[src/rtl/heating_dut.sv]
// Air-conditioning mode controller: IDLE/HEAT/COOL/FAULT with compressor
// minimum-run and idle hold-off timers, plus front-panel LED decode.
module heating_dut #(
  parameter int MIN_RUN   = 4,
  parameter int MIN_IDLE  = 4,
  parameter int BLINK_DIV = 8
) (
  input  logic clock,
  input  logic rst,
  input  logic A,
  input  logic B,
  input  logic status,
  output logic LG,
  output logic LR
);
  localparam int RW = $clog2(MIN_RUN + 1);
  localparam int IW = $clog2(MIN_IDLE + 1);
  localparam int BW = $clog2(BLINK_DIV + 1);
  localparam logic [RW-1:0] RUN_MAX    = RW'(MIN_RUN);
  localparam logic [RW-1:0] RUN_LAST   = RW'(MIN_RUN - 1);
  localparam logic [IW-1:0] IDLE_MAX   = IW'(MIN_IDLE);
  localparam logic [BW-1:0] BLINK_LAST = BW'(BLINK_DIV - 1);

  typedef enum logic [1:0] {IDLE, HEAT, COOL, FAULT} state_t;

  state_t          state, state_nxt;
  logic [RW-1:0]   run_cnt;
  logic [IW-1:0]   idle_cnt;
  logic [BW-1:0]   blink_cnt;
  logic            blink;
  logic            run_done, idle_done;

  assign run_done  = (run_cnt >= RUN_LAST);
  assign idle_done = (idle_cnt >= IDLE_MAX);

  // Simultaneous requests win over everything, including the timers.
  always_comb begin
    state_nxt = state;
    if (A && B) state_nxt = FAULT;
    else begin
      case (state)
        IDLE: begin
          if (A && !status && idle_done)     state_nxt = HEAT;
          else if (B && status && idle_done) state_nxt = COOL;
        end
        HEAT:  if ((!A || status) && run_done) state_nxt = IDLE;
        COOL:  if ((!B || !status) && run_done) state_nxt = IDLE;
        FAULT: if (!A && !B) state_nxt = IDLE;
        default: state_nxt = IDLE;
      endcase
    end
  end

  always_ff @(posedge clock) begin
    if (!rst) begin
      state     <= IDLE;
      run_cnt   <= '0;
      idle_cnt  <= IDLE_MAX;
      blink_cnt <= '0;
      blink     <= 1'b0;
    end else begin
      state <= state_nxt;

      if (state_nxt == HEAT || state_nxt == COOL) begin
        if (state != state_nxt)    run_cnt <= '0;
        else if (run_cnt != RUN_MAX) run_cnt <= run_cnt + 1'b1;
      end

      if (state_nxt == IDLE) begin
        if (state != IDLE)            idle_cnt <= '0;
        else if (idle_cnt != IDLE_MAX) idle_cnt <= idle_cnt + 1'b1;
      end

      // Blink phase restarts lit on every fresh fault entry.
      if (state_nxt == FAULT) begin
        if (state != FAULT) begin
          blink_cnt <= '0;
          blink     <= 1'b1;
        end else if (blink_cnt == BLINK_LAST) begin
          blink_cnt <= '0;
          blink     <= ~blink;
        end else begin
          blink_cnt <= blink_cnt + 1'b1;
        end
      end else begin
        blink_cnt <= '0;
        blink     <= 1'b0;
      end
    end
  end

  assign LG = (state == COOL) || ((state == FAULT) && blink);
  assign LR = (state == HEAT) || ((state == FAULT) && blink);
endmodule

[config.mk]
export PLATFORM = sky130hd
export DESIGN_NAME = heating_dut
export DESIGN_NICKNAME = d
export VERILOG_FILES = /design/src/rtl/heating_dut.sv
export SDC_FILE = /design/constraint.sdc
export NUM_CORES = 1
export LEC_CHECK = 0
export CORE_MARGIN = 2
export CORE_UTILIZATION = 55
export DETAILED_ROUTE_END_ITERATION = 6
export PLACE_DENSITY = 0.74
export RECOVER_POWER = 25
export SLEW_MARGIN = 40
export SYNTH_ARGS = -nofsm -noshare
export SYNTH_HDL_FRONTEND = slang
export SYNTH_SLANG_ARGS = --single-unit
[constraint.sdc]
create_clock -name clock -period 4.11 [get_ports clock]
set_input_delay 0.822 -clock clock [delete_from_list [all_inputs] [get_ports clock]]
set_output_delay 0.822 -clock clock [all_outputs]
set_load 0.02 [all_outputs]
==> run summary <==
Switching Power -> 97.2 uW
Die ar. -> 0.00185 mm2
Critical R2R Launch -> run_cnt[0]
Max-Cap Viols -> 0
CTS buffer count -> 3
DRT iter0 DRCs -> 6
Layout Utilization -> 62.9%
Hold Startpoint -> blink_cnt[0]
final worst path period share -> 91.5%
mapped cell area -> 838 um2
initial antenna violation count -> 0
Worst Path Arrival -> 3.96 ns
Design Area, Final -> 926 um2
crit path time final -> 3.76 ns
status -> finished clean
Synth Instances -> 103
Max VDD drop -> 0.000256 V
f_max -> 0.266 GHz
antenna-violating nets left -> 0
Power per Cell Area -> 328 mW/mm2
Netlist cell types -> 35
Final Max Tran Viols -> 0
via count -> 699
core area -> 0.00147 mm2
Vias/cell -> 5.55
Cell Rows -> 14
Reg2Reg Capture Point -> run_cnt[0]
Clock transition at path regs -> 0.09 ns
Slew HR -> 72.0%
Hold Crit Class -> register to register
Post-Route WL -> 1450 um
vias in the first global route -> 653
Placed Cells -> 122
CTS tree -> yes
top cell type's share of synthesized area -> 31.0%
die width -> 43.0 um
Hold Fails Final Rpt -> 0
Worst Setup Start Kind -> input pin
LEAKAGE -> 0.000392 uW
post-synthesis sequential area ratio -> 31.0%
layout cells sized above 1 -> 9.09%
# H-tree levels -> 1
Min-Delay Endpoint -> blink_cnt[0]
Crit-path slowest cell -> or4b_2
I/O pin cnt -> 7
dpl ws -> 0.181 ns
cell area after placement -> 898 um2
Finished Layout Cells -> 126
RSZ-0062 raised after global routing -> false
DRC Markers -> 0
Area Overhead vs Synth -> 10.4%
Worst Slack Setup Final -> 0.349 ns
GPL Wtd Cong -> 0.823
skew final -> 0.00551 ns
worst r2r path cells -> 11
Synth area leader -> dfxtp_1
# diodes -> 0
Combinational Power Share -> 25.0%
chip height -> 43.0 um
Crit Path Category -> input pin to register
maximum fanout along the worst path -> 5
All-Layer GR Usage -> 18.5%
Synth area leaders -> dfxtp_1, ha_1, nand2_1
Hold Path Depth -> 1
average cell area after synthesis -> 8.14 um2
Sw Share -> 32.0%
post-DP HPWL -> 1100 um
CTS sink count -> 13
drt first pass iters -> 4
Synth Register Bits -> 13
total grt overflow -> 0
crit path cell chain -> dlygate4sd3_1, or4b_1, a211o_1, o31a_2, inv_1, ha_1, inv_1, or4b_2, or4_2, o311ai_2
WL/cell -> 11.5 um
r2r setup slk -> 0.93 ns
post-CTS setup buffer count -> 0
Yosys warnings -> 0
power share of the clock group -> 27.0%
PostCTS Resize Cnt -> 0
worst slew pin tran -> 0.420 ns
Synth Net Count -> 116
starting density of the core -> 57.0%
Final Net Count -> 124
insertion delay to the later sink of the worst-skew pair -> 0.28 ns
final setup fails -> 0
CP dominant cell by count -> inv_1
IO Port Bufs -> 6
Fin Setup TNS -> 0 ns
crit-path max cell delay -> 0.62 ns
Pint -> 206 uW
pin count of the biggest net entering global routing -> 15
CP Data Required Time -> 4.31 ns
first-pass GRT wire length -> 2610 um
Seq pwr share -> 48.0%
cts hold-fix bufs -> 0
CTS Buffer Depth -> 2
Crit. End Element -> register
root buf cell -> clkbuf_4
cells in the final DEF (no fill, tap or decap), types with 4 or more instances in the layout:
| master | netlist | layout |
|---|---|---|
| clkdlybuf4s50_1 | 0 | 5 |
| o21ai_0 | 4 | 4 |
| nand2_1 | 14 | 14 |
| inv_1 | 12 | 12 |
| dfxtp_1 | 13 | 13 |
| ha_1 | 8 | 8 |
| nor2_1 | 8 | 8 |
| a21oi_1 | 5 | 5 |
power groups by stage:
stage | registers, uW | logic [uW] | clock network (uW)
final | 146 | 75.8 | 82.0
after global routing | 148 | 87.4 | 88.0
after CTS | 146 | 76.7 | 85.8
after detailed placement | 149 | 76.0 | 0
after global placement | 148 | 74.1 | 0
after floorplan | 143 | 63.5 | 0
state kept, by name (all words and copies together), names as in the netlist:
register and flops:
blink_cnt 4, idle_cnt 3, run_cnt 3, state 2
blink 1
stage by stage:
stage / hold WS [ns] / total power (uW)
detailed placement: 0.436 / 225
floorplan: 0.418 / 206
CTS: 0.456 / 308
global placement: 0.431 / 222
global route: 0.503 / 324
finish: 0.453 / 304
Yosys cell counts:
library cell,number
nand4bb_1,1
buf_6,1
a21boi_0,3
xor2_1,1
nor3b_1,1
o31a_2,1
a211o_1,2
or4_2,1
xnor2_1,2
a21oi_1,5
dfxtp_1,13
clkbuf_1,1
or4b_2,1
o22ai_1,1
ha_1,8
nand3_1,3
buf_2,1
a21o_1,1
o31ai_1,1
inv_1,12
nor2_1,8
nand3b_1,1
o311ai_2,1
nand4_1,2
a21bo_2,1
nand2_1,14
and2_1,2
mux2i_1,1
or4_4,1
nor2b_1,3
a211oi_1,1
and3_1,1
or4b_1,1
a31oi_1,2
o21ai_0,4
final cells by class:
class | count | area (um2)
Fill cell | 139 | 546
Clock buffer | 3 | 22.5
Multi-Input combinational cell | 75 | 513
Timing Repair Buffer | 6 | 60.1
Clock inverter | 1 | 5.00
Tap cell | 16 | 20.0
Inverter | 12 | 45.0
Sequential cell | 13 | 260
routing by layer:
layer / part of all wire (%) / routed length (um) / up-vias / track usage, %
li1: - / - / 373 / -
met1: 48 / 693 / 319 / 22.8
met2: 48 / 697 / 5 / 31.2
met3: 3.1 / 45 / 2 / 6.38
met4: 0.76 / 11 / 0 / 3.64
met5: 0 / 0 / - / 0
critical path, delay by kind of cell:
| kind | cells | cell delay [ns] |
|---|---|---|
| simple gates | 3 | 1.72 |
| compound gates | 3 | 0.50 |
| fa+ha+maj | 1 | 0.20 |
| buf+inv | 3 | 0.71 |
cells by family after synthesis:
logic type	after synthesis	synth area share, %
AOI/OAI and AO/OA	23	19.4
xor gates and xnor gates	3	3.13
adders and majority gates	8	11.9
buffers and inverters	15	7.76
DFF	13	31.0
muxes	1	1.19
and+or+nand+nor	40	25.5
how the worst max path moves through the flow:
stage / endpoint / startpoint / slack (ns)
finish: run_cnt[0] / status / 0.35
global route: run_cnt[0] / status / 0.21
CTS: run_cnt[0] / status / 0.47
detailed placement: run_cnt[0] / status / 0.18
global placement: run_cnt[0] / status / 0.24
floorplan: run_cnt[0] / status / 0.78
Power figures use the tool's default switching activity.
==> patch: new RTL, same flow settings <==
Change the parameter `MIN_IDLE` from 4 to 8.
--- a/src/rtl/heating_dut.sv
+++ b/src/rtl/heating_dut.sv
@@ -2,7 +2,7 @@
 // minimum-run and idle hold-off timers, plus front-panel LED decode.
 module heating_dut #(
   parameter int MIN_RUN   = 4,
-  parameter int MIN_IDLE  = 4,
+  parameter int MIN_IDLE  = 8,
   parameter int BLINK_DIV = 8
 ) (
   input  logic clock,
Behaviour: not the same (Yosys sat finds a counterexample within 10 cycles, from zero or initial values and one cycle with rst low).
==> patch against the unedited design <==
Count of clock-buffer cells in the layout is the same; sequential cell count grew 1; area after synthesis grew 7.3%; clock skew shrank 0.0025 ns; wire length is 17% higher; clock power decreased by 7.8%; worst setup slack better by 0.36 ns; total power increased by 2.2%; cell area up 4.9%; non-clock buffer count unchanged; largest cell class unchanged; register-to-register slack gained 0.46 ns.
==> patch: results (changes against the unedited design) <==
| Metric | Value |
|---|---|
| Status | finished clean |
| Initial drt markers | 22 (+16) |
| Syn_area_per_cell | 8.03 sq um (-1.3%) |
| Largest net degree at the start of global routing | 18 (+3) |
| Yosys cell types | 37 (+5.7%) |
| Met2 usage | 32.4% (+1.1 points) |
| HPWL after DPL | 1.25 mm (+13%) |
| Proportion of synthesized area in mux cells | 1.11% (-0.081 points) |
| RD Place Congestion | 0.881 (+7.0%) |
| CP peak stage delay | 0.70 ns (+0.08 ns) |
| First-pass GRT wire length | 2.97 mm (+14%) |
| Max-slew headroom | 51.4% (-21 points) |
| IR drop worst, VDD | 0.000195 V (-24%) |
| GRT met1 Usage | 25.8% (+2.9 points) |
| Worst r2r src | state[0] |
| Largest cells by area after synthesis | dfxtp_1 (31%), ha_1 (11%), nand2_1 (5.8%) |
| Xor/xnor share of the synthesized area | 2.92% (-0.21 points) |
| Skew final | 0.00297 ns (-0.00254 ns) |
| DP Worst Slack | 0.748 ns (+0.567 ns) |
| Share of layout cells above drive strength 1 | 5.13% (-4.0 points) |
| Adder-Cell Fraction of Synth Area | 11.1% (-0.81 points) |
| Vias in the first global route | 743 (+14%) |
| Post-synthesis compound-gate area fraction | 19.3% (-0.071 points) |
| Total GRT Usage | 20.6% (+2.1 points) |
| Final WL | 1.69 mm (+17%) |
| Post-detailed-route via-to-cell ratio | 5.83 (+5.2%) |
[patch: kinds of logic after synthesis]
family / count (synthesis)
AO/OA/AOI/OAI: 26
XOR/XNOR: 3
adder cells (fa/ha/maj): 8
buffers and inverters: 16
flip-flops: 14
multiplexers: 1
AND/OR/NAND/NOR: 44
[patch: worst max-delay path by stage]
stage	startpoint	endpoint	slack [ns]	cells past startpoint
2_1_floorplan	status	run_cnt[0]	1.44	9
3_3_place_gp	status	run_cnt[0]	0.84	10
3_5_place_dp	status	run_cnt[0]	0.75	10
4_1_cts	status	run_cnt[0]	1.03	10
5_1_grt	status	run_cnt[0]	0.58	10
6_report	status	run_cnt[0]	0.70	10
[patch: worst reg2reg max path, delay by kind of cell (launching register included)]
family / cells / cell delay [ns]
AO/OA/AOI/OAI: 3 / 0.43
adder cells (fa/ha/maj): 1 / 0.20
buffers and inverters: 1 / 0.11
flip-flops: 1 / 0.47
AND/OR/NAND/NOR: 4 / 1.43
[patch: metal layers]
metal,vias to the layer above,wire (um)
li1,406,-
met2,16,771
met4,0,14
met3,2,54
met5,-,0
met1,352,847
[patch: power breakdown]
group | switching, mW | leakage, nW | internal (mW)
Combinational | 0.0414 | 0.264 | 0.0352
Sequential | 0.0141 | 0.114 | 0.144
Clock | 0.0417 | 0.0138 | 0.0339
[patch: cell type report]
type                    instances  area, sq um
multi-input cells              82          543
well taps                      16         20.0
clock buffers                   3         22.5
flip-flops and latches         14          280
repair buffers                  6         60.1
fillers                       145          553
inverters                      12         45.0
[patch: per-stage QoR]
stage	power (mW)	utilization (%)	instance area [sq um]
finish	0.310	63.7	971
global route	0.332	63.7	971
CTS	0.315	64.2	978
detailed placement	0.239	62.7	956
global placement	0.237	62.7	956
floorplan	0.220	-	900
